## src/rtl/mmm_exp_datapath.sv

```systemverilog
// Modular-exponentiation datapath: computes M^e mod N (right-to-left binary)
// with two bit-serial Montgomery cores, core1 = X*B and core2 = P*P.
// A control unit sequences it through strobes.
//
// Handshake: there is no valid/ready pair. Every strobe (ld_a, ld_r, eoc,
// rst_mmm) is a single-cycle command that is sampled on a rising edge where
// en=1. The controller must allow ITER cycles after ld_a before it asserts
// ld_r or eoc.
//
// Optional macro RSA_DP_ERRCHK_EN adds a sticky protocol-error flag on err.
// When the macro is not defined, err is tied to 0.

module mmm_exp_core #(
   parameter int WIDTH = 8,
   parameter int ITER  = 10
) (
   input  logic             clk,
   input  logic             rstb,
   input  logic             en,
   input  logic             clr_n,
   input  logic             load,
   input  logic [WIDTH+1:0] a_in,
   input  logic [WIDTH+1:0] b_in,
   input  logic [WIDTH-1:0] mod_n,
   output logic [WIDTH+1:0] t_out,
   output logic             running
);
   // T needs one bit above 2N of headroom. While the loop runs, T stays
   // below B+N, which can reach 3N. Only the final value is below 2N.
   localparam int TW = WIDTH + 2;
   localparam int CW = $clog2(ITER + 1);
   localparam logic [CW-1:0] ITER_LAST = CW'(ITER - 1);

   logic [TW-1:0] t_q;
   logic [TW-1:0] a_q;
   logic [TW-1:0] b_q;
   logic [CW-1:0] cnt_q;
   logic          run_q;
   logic [TW:0]   s_sum;
   logic [TW:0]   s_red;
   logic [TW-1:0] t_nxt;

   // One radix-2 Montgomery step: add A[0]*B, make it even with q*N, halve
   always_comb begin
      s_sum = {1'b0, t_q} + (a_q[0] ? {1'b0, b_q} : '0);
      s_red = s_sum + (s_sum[0] ? {3'b000, mod_n} : '0);
      t_nxt = s_red[TW:1];
   end

   // Operand load, iteration and the saturating iteration count
   always_ff @(posedge clk or negedge rstb) begin
      if (!rstb) begin
         t_q   <= '0;
         a_q   <= '0;
         b_q   <= '0;
         cnt_q <= '0;
         run_q <= 1'b0;
      end else if (en) begin
         if (!clr_n) begin
            t_q   <= '0;
            cnt_q <= '0;
            run_q <= 1'b0;
         end else if (load) begin
            a_q   <= a_in;
            b_q   <= b_in;
            t_q   <= '0;
            cnt_q <= '0;
            run_q <= 1'b1;
         end else if (run_q) begin
            t_q   <= t_nxt;
            a_q   <= a_q >> 1;
            cnt_q <= cnt_q + 1'b1;
            if (cnt_q == ITER_LAST) run_q <= 1'b0;
         end
      end
   end

   assign t_out   = t_q;
   assign running = run_q;
endmodule

module mmm_exp_datapath #(
   parameter int WIDTH = 8,
   parameter int ITER  = 10
) (
   input  logic             clk,
   input  logic             rstb,
   input  logic             en,
   input  logic             rst_mmm,
   input  logic             ld_a,
   input  logic             ld_r,
   input  logic             lock1,
   input  logic             lock2,
   input  logic [1:0]       sel1,
   input  logic             sel2,
   input  logic             eoc,
   input  logic [WIDTH-1:0] msg_m,
   input  logic [WIDTH-1:0] mod_n,
   input  logic [WIDTH-1:0] const_r2,
   output logic [WIDTH-1:0] result,
   output logic             done,
   output logic             busy,
   output logic             err
);
   localparam int TW = WIDTH + 2;
   localparam logic [TW-1:0] ONE = TW'(1);

   logic [TW-1:0]    x_q;
   logic [TW-1:0]    p_q;
   logic [TW-1:0]    a1;
   logic [TW-1:0]    b1;
   logic [TW-1:0]    a2;
   logic [TW-1:0]    b2;
   logic [TW-1:0]    t1;
   logic [TW-1:0]    t2;
   logic             run1;
   logic             run2;
   logic [WIDTH-1:0] result_q;
   logic             done_q;
   logic             t1_ge_n;
   logic [WIDTH-1:0] t1_red;

   // Core operand selection
   always_comb begin
      a1 = {x_q};
      b1 = ONE;
      case (sel1)
         2'b00: begin
            a1 = {2'b00, const_r2};
            b1 = ONE;
         end
         2'b01: begin
            a1 = x_q;
            b1 = p_q;
         end
         default: begin
            a1 = x_q;
            b1 = ONE;
         end
      endcase
      a2 = sel2 ? p_q : {2'b00, msg_m};
      b2 = sel2 ? p_q : {2'b00, const_r2};
   end

   mmm_exp_core #(.WIDTH(WIDTH), .ITER(ITER)) u_core1 (
      .clk     (clk),
      .rstb    (rstb),
      .en      (en),
      .clr_n   (rst_mmm),
      .load    (ld_a),
      .a_in    (a1),
      .b_in    (b1),
      .mod_n   (mod_n),
      .t_out   (t1),
      .running (run1)
   );

   mmm_exp_core #(.WIDTH(WIDTH), .ITER(ITER)) u_core2 (
      .clk     (clk),
      .rstb    (rstb),
      .en      (en),
      .clr_n   (rst_mmm),
      .load    (ld_a),
      .a_in    (a2),
      .b_in    (b2),
      .mod_n   (mod_n),
      .t_out   (t2),
      .running (run2)
   );

   // Final conditional subtract. The true result fits in WIDTH bits, so
   // subtracting modulo 2^WIDTH is exact.
   always_comb begin
      t1_ge_n = (t1 >= {2'b00, mod_n});
      t1_red  = t1[WIDTH-1:0] - (t1_ge_n ? mod_n : '0);
   end

   // Running result X, power P, output result and done flag
   always_ff @(posedge clk or negedge rstb) begin
      if (!rstb) begin
         x_q      <= '0;
         p_q      <= '0;
         result_q <= '0;
         done_q   <= 1'b0;
      end else if (en) begin
         if (ld_r && lock1) x_q <= t1;
         if (ld_r && lock2) p_q <= t2;
         if (eoc) begin
            result_q <= t1_red;
            done_q   <= 1'b1;
         end else if (ld_a && !sel2) begin
            done_q <= 1'b0;
         end
      end
   end

   assign result = result_q;
   assign done   = done_q;
   assign busy   = run1 | run2;

`ifdef RSA_DP_ERRCHK_EN
   logic err_q;
   logic bad_sel_q;

   // Sticky error: ld_r before cores finished, or reserved sel1 at ld_a
   always_ff @(posedge clk or negedge rstb) begin
      if (!rstb) begin
         err_q     <= 1'b0;
         bad_sel_q <= 1'b0;
      end else if (en) begin
         if (ld_a) bad_sel_q <= (sel1 == 2'b11);
         if (ld_r && (run1 || run2 || bad_sel_q)) err_q <= 1'b1;
      end
   end

   assign err = err_q;
`else
   assign err = 1'b0;
`endif
endmodule

```

## config.mk

```make
export PLATFORM = sky130hd
export DESIGN_NAME = mmm_exp_datapath
export DESIGN_NICKNAME = d
export VERILOG_FILES = /design/src/rtl/mmm_exp_datapath.sv
export SDC_FILE = /design/constraint.sdc
export NUM_CORES = 1
export LEC_CHECK = 0
export ABC_AREA = 1
export BUFFER_PORTS_ARGS = -buffer_cell sky130_fd_sc_hd__clkbuf_2
export CAP_MARGIN = 20
export CORE_UTILIZATION = 40
export CTS_CLUSTER_DIAMETER = 30
export DETAILED_ROUTE_END_ITERATION = 6
export PLACE_DENSITY = 0.53
export SLEW_MARGIN = 15
export SYNTH_ARGS = -nofsm -noshare
export SYNTH_HDL_FRONTEND = slang
export SYNTH_SLANG_ARGS = --single-unit
```

## constraint.sdc

```tcl
create_clock -name clk -period 3.8 [get_ports clk]
set_input_delay 0.76 -clock clk [delete_from_list [all_inputs] [get_ports clk]]
set_output_delay 0.76 -clock clk [all_outputs]
set_load 0.02 [all_outputs]
```

======== After elaboration in Yosys (flattened, before gate mapping) ========
Index checks and enable logic that the tools add are counted.
word-level totals
  word-level logic and storage cells ...... 80
  output and inout bits ................... 11
  flip-flop bits (word level) ............. 99
operators by class
  bitwise operators ....................... 1
  $add $sub $neg .......................... 7
  equality and inequality tests ........... 5
  muxes and demuxes ....................... 35
  $lt $le $gt $ge ......................... 1
  reduce and logical (&&, ||, !) cells .... 17
operators by type and width
  operator                                                                 count
  10-bit two-way mux                                                       16
  4-bit two-way mux                                                        6
  8-bit two-way mux                                                        3
  10-bit by 11-bit adder with 11-bit output                                2
  11-bit adder                                                             2
  2-bit AND reduction                                                      6
  10-bit by 8-bit >= comparator with 1-bit output                          1
  1-bit two-way mux                                                        10
  3-bit AND reduction                                                      3
  4-bit by 1-bit adder with 4-bit output, second input constant            2
  4-bit equality test, second input constant                               2
  8-bit subtractor                                                         1
  3-bit by 1-bit inequality test with 1-bit output, second input constant  2
  2-bit nonzero test                                                       3
  1-bit logical AND                                                        3
  2-bit by 1-bit equality test with 1-bit output, second input constant    1
  2-bit zero test                                                          1
  1-bit zero test                                                          1
  1-bit bitwise OR                                                         1

======== Longest topological paths before layout ========
Gate-level depths: netlist of the first run.
  depth after elaboration ................. 7
  mapped depth ............................ 20

======== Hierarchy ========
A second synthesis of the first run with hierarchy kept.
unflattened totals
  cell total of the unflattened synthesis .. 932
  area, all modules ....................... 6945.4 µm²
by module, submodules not included
  module                   cells each  times used  area each (µm²)  sequential area each (µm²)
  mmm_exp_core at u_core1  323         1           2464.9           875.8
  mmm_exp_core at u_core2  324         1           2464.9           875.8
  mmm_exp_datapath         285         1           2015.7           725.7

======== Least setup slack after synthesis of the first run ========
No wires, ideal clock.
  path type ............................... input to register
  start ................................... input port mod_n[7]
  end ..................................... register result_q[6], in the netlist result[6]
  setup time .............................. 128 ps
  arrival ................................. 2772 ps
  cell stages on the path ................. 18
  setup slack ............................. 900 ps
  required time ........................... 3672 ps
  path through ............................ inv_1 ha_1 nand2_1 nor2_1 nand3_1 nand4_2 nand2_1 inv_1 ha_1 inv_1 fa_1 nand3_1 nand3_1 nand2_1 nand2_1 a21oi_1 xor2_1 o21ai_0
between the ends
  cells in the longest elaborated chain, start to end .. 3
RTL lines
  element                                          line  source
  from (decl)                                      98    input logic [WIDTH-1:0] mod_n,
  10-bit by 8-bit >= comparator with 1-bit output  174   t1_ge_n = (t1 >= {2'b00, mod_n});
  8-bit two-way mux                                175   t1_red = t1[WIDTH-1:0] - (t1_ge_n ? mod_n : '0);
  8-bit subtractor                                 175
  to (signal assigned)                             189   result_q <= t1_red;
  to (decl)                                        118   logic [WIDTH-1:0] result_q;
Every way passes these cells.
A chain may end at the register's enable or synchronous reset.

======== Final worst setup path of the first run ========
  start ................................... register u_core2.a_q[0]
  end ..................................... register u_core2.t_q[9], in the netlist u_core2.t_out[9]
between the ends
  cells in the longest elaborated chain, start to end .. 7
RTL lines
  element                                        line  source
  from (decl)                                    35    logic [TW-1:0] a_q;
  from (signal assigned)                         64    a_q <= a_in;
  from (signal assigned)                         71    a_q <= a_q >> 1;
  10-bit two-way mux (*)                         45    s_sum = {1'b0, t_q} + (a_q[0] ? {1'b0, b_q} : '0);
  10-bit by 11-bit adder with 11-bit output (*)  45
  8-bit two-way mux                              46    s_red = s_sum + (s_sum[0] ? {3'b000, mod_n} : '0);
  11-bit adder (*)                               46
  10-bit two-way mux (*)                         69    end else if (run_q) begin
  10-bit two-way mux (*)                         63    end else if (load) begin
  10-bit two-way mux (*)                         59    if (!clr_n) begin
  to (signal assigned)                           70    t_q <= t_nxt;
  to (decl)                                      34    logic [TW-1:0] t_q;
Every way passes the cells marked *; elsewhere a longest branch is shown, timed or not. The select of a mux whose other input is x is not followed.

==> impl_results.md, run 1 <==
- #FFs+latches synth: 99
- Final Hold Vio Count: 0
- Worst path top cell family by delay: compound AO/OA/AOI/OAI gates
- Crit path arrival time: 3.39 ns
- Core Region: 16,500 µm²
- Switch share: 34.6%
- Startpoint types: flip-flop
- Logic pwr share: 22.4%
- Max_cap viols: 0
- Overall Power: 2.83 mW
- Core Rows: 47
- Leakage Power: 4.03 nW
- First-pass GRT wire length: 29,900 µm
- Avg WL per Cell: 15.5 µm
- Vias: 5,890
- H-Tree Level Count: 3
- Final worst-path cycle share: 82.8%
- Port Buf Inserts: 45
- Clock power frac: 32.4%
- CP required: 4.05 ns
- Crit. End Element: flip-flop
- # diodes: 0
- Cell-internal power: 1.85 mW
- DRC: 0
- Placed Cells: 1,166
- Slew Limit Fails: 0
- Nets@finish: 1,051
- Clk sinks: 99
- Sequential share of the synthesized area: 36.7%
- Drt first-iter violations: 336
- Final Instance Count excl. Fillers: 1,182
- Unrepaired setup endpoints after global routing: no
- Crit-path cells: nand2_1 -> inv_1 -> ha_1 -> nand2_1 -> nand2_1 -> nand2_1 -> nand2_1 -> a21oi_1 -> nor2_1 -> nor2_1 -> xnor2_1 -> ha_1 -> a21oi_1 -> o21ai_0 -> a21oi_1 -> nor2_2 -> a21oi_1 -> o21ai_1
- Synth-to-layout area growth: 10.3%
- Worst vdd ir: 229 µV
- Clk_skew: 0.0133 ns
- Cells after Synth: 923
- Die W: 132 µm
- Distinct cells, synth: 36
- Initial antenna violation count: 0
- Crit Path Class: reg2reg
- Synth Area per Inst: 7.31 µm²
- Crit-path slowest cell: dfrtp_1
- All-layer global routing usage: 22.3%
- Slew HR: 48.2%
- Remaining antenna violation count: 0
- Power share of the sequential group: 45.2%
- Worst-case clock buffer depth: 2
- CTS buffer count: 9
- Fillcell total: 1,766
- Mapped Area: 6740 µm²
- Vias per cell: 4.98
- 1st-pass router iterations: 7
- Clock-pin slew on the worst setup and hold paths: 0.08 ns
- Pin count of the biggest net entering global routing: 56
- GRT Residual Overflow: 0
- Worst-margin pin slew: 0.775 ns
- Peak Freq: 318 MHz
- TNS Setup: 0 ns
- DP Wirelength: 14,600 µm
- Status: finished, final reports clean
- Worst path bufs/invs: 1
- Share of cells above drive strength 1: 9.46%
- Number of global-route vias before repair: 5,596
- Post_cts resized: 0
- Mapped Nets: 1,017
- Chip height: 132 µm
- Hold Crit Class: in2async
- Die footprint: 17,400 µm²
- Top Ports: 47
- Final wirelength: 18,300 µm
- Crit path largest cell delay: 0.61 ns
- Clk_lat worst skew: 0.36 ns
- TritonCTS clock tree: yes
- Final setup violation count: 0
- Root Driver: clkbuf_16
- Postcts setup bufs: 0
- Yosys Warn Count: 0
- Routability cong.: 0.854
- Pwr/cell area: 381 nW/µm²
- CTS hold repair buffers: 0
- CP max FO: 11
- Sw power: 0.979 mW
- Fin crit period: 3.14 ns
- Initial core utilization: 40.8%
- Crit-path most repeated cell: nand2_1
## routing by layer
metal  up-vias  track usage [%]  part of all wire [%]
met5         -                0                     0
met2       109             32.0                    42
met3        19             5.00                   5.3
li1       3055                -                     -
met1      2707             33.4                    51
met4         0             6.01                   1.6
## power groups by stage
stage               registers [mW]  clock network, mW  logic (mW)
floorplan                     1.28                  0       0.432
global placement              1.30                  0       0.634
detailed placement            1.30                  0       0.639
CTS                           1.28              0.933       0.642
global route                  1.30              0.972       0.729
finish                        1.28              0.917       0.635
## synth_stat cells (all sizes together)
master / number / share of area (%)
nand4: 5 / 0.65
a21boi: 8 / 0.89
dfrtp: 99 / 37
nor3: 2 / 0.15
a21o: 6 / 0.67
nand3: 50 / 3.7
conb: 1 / 0.056
xnor2: 8 / 1.0
ha: 53 / 9.8
nor2: 71 / 4.5
o21ai: 94 / 7.1
o22ai: 8 / 0.74
o31ai: 4 / 0.45
xor2: 9 / 1.2
buf: 15 / 1.3
o211ai: 2 / 0.22
inv: 131 / 7.3
nand3b: 2 / 0.22
nand2: 271 / 15
a31oi: 13 / 1.2
o21bai: 4 / 0.45
clkbuf: 10 / 0.56
fa: 5 / 1.5
a21oi: 52 / 4.1
## worst paths after layout
check	startpoint	end	slack (ns)	cells after the start
max in group asynchronous	rstb	result[6]	2.68	2
min in group clk	u_core2.a_q[9]	u_core2.a_q[9]	0.48	2
hold reg to reg	u_core2.a_q[9]	u_core2.a_q[9]	0.48	2
hold / removal	rstb	result[7]	0.40	1
setup / recovery	u_core2.a_q[0]	u_core2.t_out[9]	0.66	18
setup reg to reg	u_core2.a_q[0]	u_core2.t_out[9]	0.66	18
## state kept, by name (all words and copies together), names as in the netlist, 4 cells and up
signal,count
u_core1.b_q,10
u_core1.t_out,10
x_q,10
u_core2.cnt_q,4
u_core1.cnt_q,4
u_core2.a_q,10
u_core2.b_q,10
result,8
p_q,10
u_core1.a_q,10
u_core2.t_out,10
## cells in the final DEF, fill, tap and decap left out, types with 2 or more instances in the layout
cell       count
a21boi_0       8
clkbuf_16      9
ha_1          53
nand2_1      265
a21o_1         6
nand2_4        2
clkinv_2       2
fa_1           5
nand2_2        4
clkbuf_2      44
inv_2          6
a21oi_2        2
o21ai_1        6
o211ai_1       2
o22ai_1        8
o21ai_2        2
o31ai_1        4
nor2_2         3
a31oi_1       13
nor2_1        64
inv_6          4
xor2_1         9
inv_1        124
nor3_1         2
o21bai_1       4
dfrtp_1       99
buf_4          3
o21ai_0       86
nand4_1        3
nor2_4         4
nand4_2        2
nand3_1       50
nand3b_1       2
a21oi_1       49
xnor2_1        8
## per-stage QoR
step | utilization, % | cell area [µm²] | setup WS [ns] | hold slack [ns]
global route | 45.0 | 7440 | 0.305 | 0.441
CTS | 45.0 | 7440 | 0.630 | 0.421
global placement | 43.3 | 7160 | 0.557 | 0.456
floorplan | - | 6740 | 0.900 | 0.437
detailed placement | 43.3 | 7160 | 0.522 | 0.459
finish | 45.0 | 7440 | 0.655 | 0.396
## logic make-up (layout without fill, tap and decap cells)
kind of cell               after synthesis  count (layout)  share of synthesized area, %
AOI/OAI and AO/OA                      191             191                          15.8
DFF                                     99              99                          36.7
other                                    1               1                        0.0556
adders and majority gates               58              58                          11.3
and+or+nand+nor                        401             401                          24.7
buffers and inverters                  156             195                          9.15
xor gates and xnor gates                17              17                          2.21
## final cells by class
type                            count  area, µm²  area share [%]
Timing Repair Buffer               48        263            3.53
Multi-Input combinational cell    668       3650            49.0
Clock buffer                        9        225            3.03
Inverter                          131        494            6.64
Clock inverter                      7       56.3           0.757
Sequential cell                    99       2480            33.3
Tap cell                          220        275            3.70
Note: power is estimated with default switching activity, not from simulation.
==> run 2, diff against run 1 <==
Clock period 3.8 ns to 3.25 ns, I/O delays scaled along.
==> impl_results.md, run 2 (synthesis results as in run 1) <==
- Worst Setup Slack, final: 0.273 ns (-0.382 ns)
- R2r startpoint: u_core1.a_q[0]
- CP required: 3.51 ns (-0.54 ns)
- Final Instance Count excl. Fillers: 1,190 (+0.68%)
- Port Buf Inserts: 45 (unchanged)
- CP max FO: 6 (-5)
- Crit path arrival time: 3.24 ns (-0.15 ns)
- TNS Setup: 0 ns (unchanged)
- Cell-internal power: 2.19 mW (+18%)
- Critical path origin: u_core1.a_q[0]
- Vias per cell: 4.93 (-0.98%)
- Core Rows: 47 (unchanged)
- Remaining antenna violation count: 0 (unchanged)
- Clock-pin slew on the worst setup and hold paths: 0.08 ns (about the same)
- Worst-case clock buffer depth: 2 (unchanged)
- Top Ports: 47 (unchanged)
- Worst-margin pin slew: 0.825 ns (+0.0494 ns)
- Clock power frac: 33.3% (+0.9 points)
- Final Hold Vio Count: 0 (unchanged)
- Number of global-route vias before repair: 5,511 (-1.5%)
- 1st-pass router iterations: 5 (-2)
- Clk_lat worst skew: 0.36 ns (about the same)
- Nets@finish: 1,059 (+0.76%)
- Avg WL per Cell: 15.7 µm (+1.4%)
- Startpoint types: flip-flop
- Worst vdd ir: 277 µV (+21%)
- Die footprint: 17,400 µm² (unchanged)
- H-Tree Level Count: 3 (unchanged)
- Die W: 132 µm (unchanged)
- Placed Cells: 1,174 (+0.69%)
- Fillcell total: 1,711 (-3.1%)
- CTS hold repair buffers: 0 (unchanged)
- Share of cells above drive strength 1: 10.6% (+1.2 points)
- Met2 Use GR: 33.4% (+1.3 points)
- Chip height: 132 µm (unchanged)
- Commonest non-fill, non-tap cell in the layout: nand2_1
- Routability cong.: 0.861 (+0.78%)
- All-layer global routing usage: 22.7% (+0.38 points)
- Switch share: 34.8% (+0.29 points)
- Final worst-path cycle share: 91.6% (+8.8 points)
- TritonCTS clock tree: yes
- Initial core utilization: 40.8% (unchanged)
- Post-route cell area: 7540 µm² (+1.3%)
- Hold Crit Class: in2async
- First-pass GRT wire length: 30,200 µm (+1.1%)
- Power share of the sequential group: 44.2% (-1.0 points)
- Met3 Track Usage GR: 4.11% (-0.88 points)
- Final wirelength: 18,700 µm (+2.0%)
- Dpl ws: 0.198 ns (-0.323 ns)
- Crit Path Class: reg2reg
- Pin count of the biggest net entering global routing: 63 (+13%)
- Sw power: 1.17 mW (+20%)
- Slew HR: 44.9% (-3.3 points)
- Core Region: 16,500 µm² (unchanged)
- Drt first-iter violations: 391 (+16%)
- Root Driver: clkbuf_16
- Pwr/cell area: 447 nW/µm² (+17%)
- CTS buffer count: 9 (unchanged)
- Placed cell area: 7220 µm² (+0.84%)
- Crit. End Element: flip-flop
- Unrepaired setup endpoints after global routing: no
- # diodes: 0 (unchanged)
- Peak Freq: 336 MHz (+5.6%)
- Synth-to-layout area growth: 11.7%
- Fin crit period: 2.98 ns (-0.168 ns)
- Clk_skew: 0.0102 ns (-0.00305 ns)
- Commonest non-fill, non-tap cells in the layout: nand2_1, inv_1, dfrtp_1
- Final setup violation count: 0 (unchanged)
- Status: finished, final reports clean
- Vias: 5,872 (-0.31%)
- Leakage Power: 4.07 nW (+1.0%)
- Logic pwr share: 22.5% (about the same)
- GR peak layer: met1
- Clk sinks: 99 (unchanged)
- DRC: 0 (unchanged)
- Max_cap viols: 0 (unchanged)
- GRT Residual Overflow: 0 (unchanged)
- Initial antenna violation count: 0 (unchanged)
- DP Wirelength: 14,600 µm (+0.48%)
- Met1 Use GR: 35.0% (+1.6 points)
- Final Core Density: 45.6% (+0.58 points)
- Slew Limit Fails: 0 (unchanged)
==> run 2: layer usage <==
metal | up-vias | routed length [µm]
li1 | 3064 | -
met1 | 2690 | 9840
met2 | 108 | 7950
met3 | 10 | 799
met4 | 0 | 121
met5 | - | 0
==> run 2: metrics by stage <==
step           hold slack, ns  total power [mW]
2_1_floorplan           0.354              2.01
3_3_place_gp            0.459              2.27
5_1_grt                 0.308              3.57
6_report                0.272              3.37
3_5_place_dp            0.458              2.27
4_1_cts                 0.287              3.39
==> run 2: path summary, 6_finish.rpt <==
| path | cells past startpoint | endpoint | slack, ns |
|---|---|---|---|
| min | 1 | result[7] | 0.27 |
| min in group clk | 2 | u_core2.a_q[9] | 0.48 |
| min reg2reg | 2 | u_core2.a_q[9] | 0.48 |
| max in group asynchronous | 2 | u_core2.a_q[0] | 2.23 |
| max | 17 | u_core1.t_out[7] | 0.27 |
| max reg2reg | 17 | u_core1.t_out[7] | 0.27 |
==> run 2: critical path: stages, from the launching register on <==
cell      delay [ns]
dfrtp_2         0.46
buf_4           0.17
nand2_1         0.12
inv_1           0.06
ha_1            0.29
nand2_1         0.05
nor2_1          0.19
a21oi_2         0.10
nor2_1          0.09
nor2_1          0.05
xnor2_1         0.18
ha_1            0.30
a21oi_1         0.14
o21ai_0         0.09
a21oi_1         0.22
nor2_2          0.09
nand3b_1        0.17
o21ai_0         0.11
==> run 2: timing repair <==
action	CTS	global route
setup endpoints to repair	0	7
setup buffers	0	0
resized for setup	0	4
==> run 2: power by group through the flow <==
stage / combinational, mW / clock, mW / sequential, mW
floorplan: 0.505 / 0 / 1.50
global placement: 0.757 / 0 / 1.51
detailed placement: 0.762 / 0 / 1.51
CTS: 0.766 / 1.14 / 1.49
global route: 0.867 / 1.20 / 1.51
finish: 0.758 / 1.12 / 1.49
==> run 2: area by class of cell <==
type / count / area (µm²) / area share (%)
Clock inverter: 7 / 82.6 / 1.10
Inverter: 131 / 494 / 6.56
Sequential cell: 99 / 2480 / 32.9
Multi-Input combinational cell: 668 / 3660 / 48.5
Tap cell: 220 / 275 / 3.65
Clock buffer: 9 / 225 / 2.99
Timing Repair Buffer: 56 / 323 / 4.28
